$ cat src/rtl/safety_island_pkg.sv
// -----------------------------------------------------------------------------
// safety_island_pkg
// Shared types and constants for the safety island: boot mode encoding,
// BootROM address map and the boot sequencer state/counter widths.
// -----------------------------------------------------------------------------
package safety_island_pkg;

   // Boot mode driven by the SoC control registers; 2'b10/2'b11 are illegal.
   typedef enum logic [1:0] {
      Jtag      = 2'b00,
      Preloaded = 2'b01
   } bootmode_e;

   // BootROM offset from the island base address.
   localparam logic [31:0] BootROMAddrOffset = 32'h0000_1000;

   // Boot sequencer counter widths.
   localparam int unsigned BootDelayWidth   = 8;
   localparam int unsigned BootTimeoutWidth = 32;

   // Boot sequencer states; the encoding is exported through the status register.
   typedef enum logic [2:0] {
      Sample      = 3'd0,
      WaitJtag    = 3'd1,
      WaitPreload = 3'd2,
      Delay       = 3'd3,
      Run         = 3'd4,
      Error       = 3'd5
   } boot_state_e;

endpackage : safety_island_pkg

$ cat src/rtl/safety_island_boot_cnt.sv
// -----------------------------------------------------------------------------
// safety_island_boot_cnt
// Loadable down-counter with a zero flag. Load has priority over decrement;
// decrement saturates at zero.
//
// Ports:
//   clk_i       clock
//   rst_i       synchronous active-high reset (counter clears to 0)
//   load_i      load load_val_i on the next edge
//   load_val_i  value to load
//   dec_i       decrement on the next edge (ignored at zero)
//   cnt_o       current count (registered)
//   zero_c      count is zero (combinational decode of the count register)
// -----------------------------------------------------------------------------
module safety_island_boot_cnt #(
   parameter int unsigned Width = 8
) (
   input  logic             clk_i,
   input  logic             rst_i,
   input  logic             load_i,
   input  logic [Width-1:0] load_val_i,
   input  logic             dec_i,
   output logic [Width-1:0] cnt_o,
   output logic             zero_c
);

   logic [Width-1:0] cnt_q, cnt_d;

   // Next count.
   always_comb begin
      cnt_d = cnt_q;
      if (load_i) begin
         cnt_d = load_val_i;
      end else if (dec_i && (cnt_q != '0)) begin
         cnt_d = cnt_q - Width'(1);
      end
   end

   // Count register.
   always_ff @(posedge clk_i) begin
      if (rst_i) begin
         cnt_q <= '0;
      end else begin
         cnt_q <= cnt_d;
      end
   end

   assign cnt_o  = cnt_q;
   assign zero_c = (cnt_q == '0);

endmodule : safety_island_boot_cnt

$ cat src/rtl/safety_island_boot_ctrl.sv
// -----------------------------------------------------------------------------
// safety_island_boot_ctrl
// Boot sequencer for the safety island. Samples the boot mode, waits for an
// entry point (JTAG fetch-enable or preloader valid), holds the core in reset
// for ResetDelayCycles and then releases it with fetch enable and the latched
// boot address.
//
// Optional feature: define SAFETY_ISLAND_BOOT_TIMEOUT_EN to add a preload
// timeout that falls back to the BootROM entry and sets timeout_o.
//
// Ports:
//   clk_i           clock
//   rst_i           synchronous active-high reset
//   bootmode_i      boot mode (bootmode_e), static during boot
//   fetch_en_reg_i  SoC-ctrl fetch-enable bit (JTAG trigger)
//   entry_addr_i    entry address from SoC-ctrl
//   entry_valid_i   preloader done pulse
//   core_rst_o      active-high core reset
//   fetch_en_o      core fetch enable
//   boot_addr_o     latched boot address
//   boot_done_o     core running
//   boot_err_o      sticky boot error
//   timeout_o       sticky, fallback boot taken
//   state_o         FSM state encoding
// -----------------------------------------------------------------------------
module safety_island_boot_ctrl
   import safety_island_pkg::*;
#(
   parameter logic [31:0] BaseAddr         = 32'h6000_0000,
   parameter logic [31:0] BootRomOffset    = safety_island_pkg::BootROMAddrOffset,
   parameter int unsigned ResetDelayCycles = 16,
   parameter logic [31:0] TimeoutCycles    = 32'd1_048_576
) (
   input  logic        clk_i,
   input  logic        rst_i,
   input  logic [1:0]  bootmode_i,
   input  logic        fetch_en_reg_i,
   input  logic [31:0] entry_addr_i,
   input  logic        entry_valid_i,
   output logic        core_rst_o,
   output logic        fetch_en_o,
   output logic [31:0] boot_addr_o,
   output logic        boot_done_o,
   output logic        boot_err_o,
   output logic        timeout_o,
   output logic [2:0]  state_o
);

   localparam logic [31:0] FallbackAddr = BaseAddr + BootRomOffset;
   localparam logic [BootDelayWidth-1:0] DelayLoad =
      BootDelayWidth'(ResetDelayCycles - 32'd1);

   boot_state_e state_q, state_d;
   logic [31:0] boot_addr_q, boot_addr_d;
   logic        core_rst_q, core_rst_d;
   logic        fetch_en_q, fetch_en_d;
   logic        boot_done_q, boot_done_d;
   logic        boot_err_q, boot_err_d;
   logic        timeout_q, timeout_d;

   logic                      dly_load, dly_dec, dly_zero;
   logic [BootDelayWidth-1:0] dly_cnt;

   // Core-reset hold counter.
   safety_island_boot_cnt #(
      .Width (BootDelayWidth)
   ) u_delay_cnt (
      .clk_i      (clk_i),
      .rst_i      (rst_i),
      .load_i     (dly_load),
      .load_val_i (DelayLoad),
      .dec_i      (dly_dec),
      .cnt_o      (dly_cnt),
      .zero_c     (dly_zero)
   );

`ifdef SAFETY_ISLAND_BOOT_TIMEOUT_EN
   logic                        to_load, to_dec, to_zero;
   logic [BootTimeoutWidth-1:0] to_cnt;

   // Preload timeout: loaded with TimeoutCycles-1 on entry to WaitPreload,
   // so reaching zero equals an up-count of TimeoutCycles-1.
   safety_island_boot_cnt #(
      .Width (BootTimeoutWidth)
   ) u_timeout_cnt (
      .clk_i      (clk_i),
      .rst_i      (rst_i),
      .load_i     (to_load),
      .load_val_i (BootTimeoutWidth'(TimeoutCycles - 32'd1)),
      .dec_i      (to_dec),
      .cnt_o      (to_cnt),
      .zero_c     (to_zero)
   );

   logic unused_to_cnt;
   assign unused_to_cnt = ^to_cnt;
`else
   logic unused_timeout_cfg;
   assign unused_timeout_cfg = ^TimeoutCycles;
`endif

   logic unused_dly_cnt;
   assign unused_dly_cnt = ^dly_cnt;

   // Next state, counter control and next registered outputs.
   always_comb begin
      state_d     = state_q;
      boot_addr_d = boot_addr_q;
      timeout_d   = timeout_q;
      dly_load    = 1'b0;
      dly_dec     = 1'b0;
`ifdef SAFETY_ISLAND_BOOT_TIMEOUT_EN
      to_load     = 1'b0;
      to_dec      = 1'b0;
`endif

      unique case (state_q)
         Sample: begin
            case (bootmode_e'(bootmode_i))
               Jtag:      state_d = WaitJtag;
               Preloaded: begin
                  state_d = WaitPreload;
`ifdef SAFETY_ISLAND_BOOT_TIMEOUT_EN
                  to_load = 1'b1;
`endif
               end
               default:   state_d = Error;
            endcase
         end

         WaitJtag: begin
            if (fetch_en_reg_i) begin
               if (entry_addr_i[1:0] != 2'b00) begin
                  state_d = Error;
               end else begin
                  state_d     = Delay;
                  boot_addr_d = entry_addr_i;
                  dly_load    = 1'b1;
               end
            end
         end

         WaitPreload: begin
            // A valid entry in the expiry cycle takes priority over the fallback.
            if (entry_valid_i) begin
               if (entry_addr_i[1:0] != 2'b00) begin
                  state_d = Error;
               end else begin
                  state_d     = Delay;
                  boot_addr_d = entry_addr_i;
                  dly_load    = 1'b1;
               end
            end
`ifdef SAFETY_ISLAND_BOOT_TIMEOUT_EN
            else if (to_zero) begin
               state_d     = Delay;
               boot_addr_d = FallbackAddr;
               timeout_d   = 1'b1;
               dly_load    = 1'b1;
            end else begin
               to_dec = 1'b1;
            end
`endif
         end

         Delay: begin
            if (dly_zero) begin
               state_d = Run;
            end else begin
               dly_dec = 1'b1;
            end
         end

         Run:     state_d = Run;
         Error:   state_d = Error;
         default: state_d = Error;
      endcase

      // Outputs are decoded from the next state so they change with it.
      core_rst_d  = (state_d != Run);
      fetch_en_d  = (state_d == Run);
      boot_done_d = (state_d == Run);
      boot_err_d  = (state_d == Error);
   end

   // State and output registers.
   always_ff @(posedge clk_i) begin
      if (rst_i) begin
         state_q     <= Sample;
         boot_addr_q <= FallbackAddr;
         core_rst_q  <= 1'b1;
         fetch_en_q  <= 1'b0;
         boot_done_q <= 1'b0;
         boot_err_q  <= 1'b0;
         timeout_q   <= 1'b0;
      end else begin
         state_q     <= state_d;
         boot_addr_q <= boot_addr_d;
         core_rst_q  <= core_rst_d;
         fetch_en_q  <= fetch_en_d;
         boot_done_q <= boot_done_d;
         boot_err_q  <= boot_err_d;
         timeout_q   <= timeout_d;
      end
   end

   assign core_rst_o  = core_rst_q;
   assign fetch_en_o  = fetch_en_q;
   assign boot_addr_o = boot_addr_q;
   assign boot_done_o = boot_done_q;
   assign boot_err_o  = boot_err_q;
`ifdef SAFETY_ISLAND_BOOT_TIMEOUT_EN
   assign timeout_o   = timeout_q;
`else
   assign timeout_o   = 1'b0;
`endif
   assign state_o     = state_q;

endmodule : safety_island_boot_ctrl

$ cat config.mk
export PLATFORM = sky130hd
export DESIGN_NAME = safety_island_boot_ctrl
export DESIGN_NICKNAME = d
export VERILOG_FILES = /design/src/rtl/safety_island_pkg.sv /design/src/rtl/safety_island_boot_cnt.sv /design/src/rtl/safety_island_boot_ctrl.sv
export SDC_FILE = /design/constraint.sdc
export NUM_CORES = 1
export LEC_CHECK = 0
export CAP_MARGIN = 10
export CORE_MARGIN = 2
export CORE_UTILIZATION = 46
export DETAILED_ROUTE_END_ITERATION = 12
export PLACE_DENSITY = 0.85
export SLEW_MARGIN = 15
export SYNTH_ARGS = -nofsm -noshare
export SYNTH_HDL_FRONTEND = slang
export SYNTH_SLANG_ARGS = --single-unit
$ cat constraint.sdc
create_clock -name clk_i -period 3.2 [get_ports clk_i]
set_clock_uncertainty 0.2 [all_clocks]
set_input_delay 0.48 -clock clk_i [delete_from_list [all_inputs] [get_ports clk_i]]
set_output_delay 0.48 -clock clk_i [all_outputs]
set_load 0.01 [all_outputs]
==> summary.txt <==
clk root buf: clkbuf_8
Clk Latency, worst-skew pair: 0.29 ns
most common cell after layout, fill and taps aside: clkdlybuf4s50_1
initial antenna violation count: 0
Vias/cell: 5.01
Hold Buf Count CTS: 0
Worst EP arrival: 2.20 ns
Leak Pwr: 0.974 nW
Max Cap Viol: 0
largest net degree at the start of global routing: 22
DR DRC count: 0
CP Cell Sequence: clkdlybuf4s50_1, nand3b_4, a2111oi_4, buf_4, nor2b_1, a211o_1
CTS resizes: 0
sw frac: 0.258
syn avg cell area: 9.85 sq um
ys async rst share: 0
CP required: 3.19 ns
Mapped Area: 0.00191 sq mm
VDD IR max: 0.250 mV
status: completed
Most used DFF post-synth: dfxtp_1
Bufs on Longest Clock Path: 2
Pint: 0.877 mW
Switch Pwr: 0.306 mW
DP HPWL: 3070 microns
Final ANT Viol Nets: 0
Vert. Die Dim: 68.5 microns
Hold Fails Final Rpt: 0
number of enable flip-flop cells after synthesis: 0
Max Freq: 0.452 GHz
final slew viol count: 0
Post-CTS Setup Bufs: 0
RSZ-0062 raised after global routing: false
crit-path max cell delay: 0.52 ns
DR vias: 1602
GRT overflow: 0
final critical-path required period: 2.21 ns
commonest cells after routing, fill and taps aside: clkdlybuf4s50_1 (76), dfxtp_1 (46), nor2_1 (36), mux2i_1 (27), a21oi_1 (12)
Buffers on Ports: 76
endpoints failing setup: 0
period utilisation layout: 0.692
share of layout cells above drive strength 1: 0.0593
pwr/cell area: 427 mW/mm^2
critical path launch point type: input pin
Critical Path Fanout Max: 21
Global Route Usage Sum: 0.195
ant diodes: 0
met3 Use GR: 0.0806
Clk pin slew, worst setup/hold paths: 0.08 ns
CP endpoint kind: register
first-pass detailed-route iteration total: 4
Initial DRC Count: 108
die width: 68.5 microns
clock buffer count from CTS: 5
met1 track demand over resource: 0.233
Logic pwr share: 0.182
GRT busiest layer: met2
TNS Setup: 0 ns
Cells after Synth: 194
Seq pwr share: 0.525
row count: 23
Final Util: 0.692
final WL: 4130 microns
Area growth syn-to-layout: 44.8%
CTS tree: done
critical path class: in2reg
number of global-route vias before repair: 1515
WL/cell: 12.9 microns
Die Footprint: 0.00469 sq mm
slowest CP cell: clkdlybuf4s50_1
gp weighted congestion: 0.841
Netlist cell types: 37
Yosys warnings: 0
Global Route met2 Usage: 0.319
H-tree depth: 2
Clock Sinks: 46
Synth Register Bits: 46
global-route wire length before repair: 6770 microns
sequential fraction of the synthesis area: 0.482
Core Footprint: 0.00400 sq mm
Mapped Nets: 234
Clock power frac: 0.292
Final #Nets: 309
Ports: 78
initial core utilization: 0.478
Hold Path Class: reg2reg
[sequential cells by signal, summed over array words and instances (netlist names)]
| name | flops |
|---|---|
| boot_addr_o | 32 |
| u_delay_cnt.cnt_o | 8 |
| state_o | 3 |
| boot_done_o | 1 |
| boot_err_o | 1 |
| core_rst_o | 1 |
[Yosys cell counts (2+ instances only)]
master    number  area (sq um)
o21ai_0        4          20.0
clkbuf_1       5          18.8
dfxtp_1       46           921
nand3b_1       3          22.5
buf_4          2          15.0
inv_1          5          18.8
nand2_1        7          26.3
a211o_1        3          26.3
buf_6          4          45.0
xnor2_1        2          17.5
a21oi_1       12          60.1
or4_1          2          15.0
a211oi_1       3          22.5
or3_1          5          31.3
a21o_1         2          15.0
ha_1           2          25.0
nand2b_1       2          12.5
nor2b_1        5          31.3
nor2_1        36           135
mux2i_1       27           270
[kinds of logic after synthesis]
logic type / share of synthesized area
XOR/XNOR: 0.0137
AND/OR/NAND/NOR: 0.187
flip-flops: 0.482
AO/OA/AOI/OAI: 0.102
adder cells (fa/ha/maj): 0.0131
multiplexers: 0.147
buffers and inverters: 0.0537
other: 0.00196
[per-stage QoR]
stage	total power [mW]	hold WS, ns	std cells	setup WS [ns]	instance area, sq um
after CTS	1.20	0.232	320	0.981	2770
after global placement	0.847	0.216	312	0.702	2680
after global routing	1.25	0.262	320	0.870	2770
final	1.18	0.227	320	0.987	2770
after detailed placement	0.852	0.220	312	0.669	2680
after floorplan	0.745	0.248	194	1.22	1910
[metal layers]
metal | wire [microns] | up-vias
li1 | - | 811
met5 | 0 | -
met4 | 29 | 0
met3 | 360 | 2
met1 | 1710 | 739
met2 | 2030 | 50
[final cells by class]
type | instances | area (sq um)
fillers | 337 | 1230
flip-flops and latches | 46 | 921
multi-input cells | 131 | 888
repair buffers | 80 | 791
clock buffers | 6 | 72.6
well taps | 50 | 62.6
inverters | 5 | 18.8
clock inverters | 2 | 13.8
[path summary, 6_finish.rpt]
check,start,to,slack (ns),depth (start not counted)
hold / removal,boot_addr_o[1],boot_addr_o[1],0.23,2
hold reg to reg,boot_addr_o[1],boot_addr_o[1],0.23,2
setup reg to reg,state_o[1],boot_addr_o[12],1.10,5
setup / recovery,fetch_en_reg_i,boot_addr_o[12],0.99,6
[power groups by stage]
| stage | Sequential, mW | Clock (mW) | Combinational (mW) |
|---|---|---|---|
| finish | 0.622 | 0.346 | 0.216 |
| global route | 0.626 | 0.385 | 0.237 |
| CTS | 0.622 | 0.356 | 0.218 |
| detailed placement | 0.635 | 0 | 0.217 |
| global placement | 0.634 | 0 | 0.213 |
| floorplan | 0.639 | 0 | 0.106 |
[worst max-delay path, delay by kind of cell]
kind / cells / cell delay (ns)
buffers and inverters: 2 / 0.89
and+or+nand+nor: 2 / 0.19
AOI/OAI and AO/OA: 2 / 0.64
Note: power is estimated with default switching activity, not from simulation.
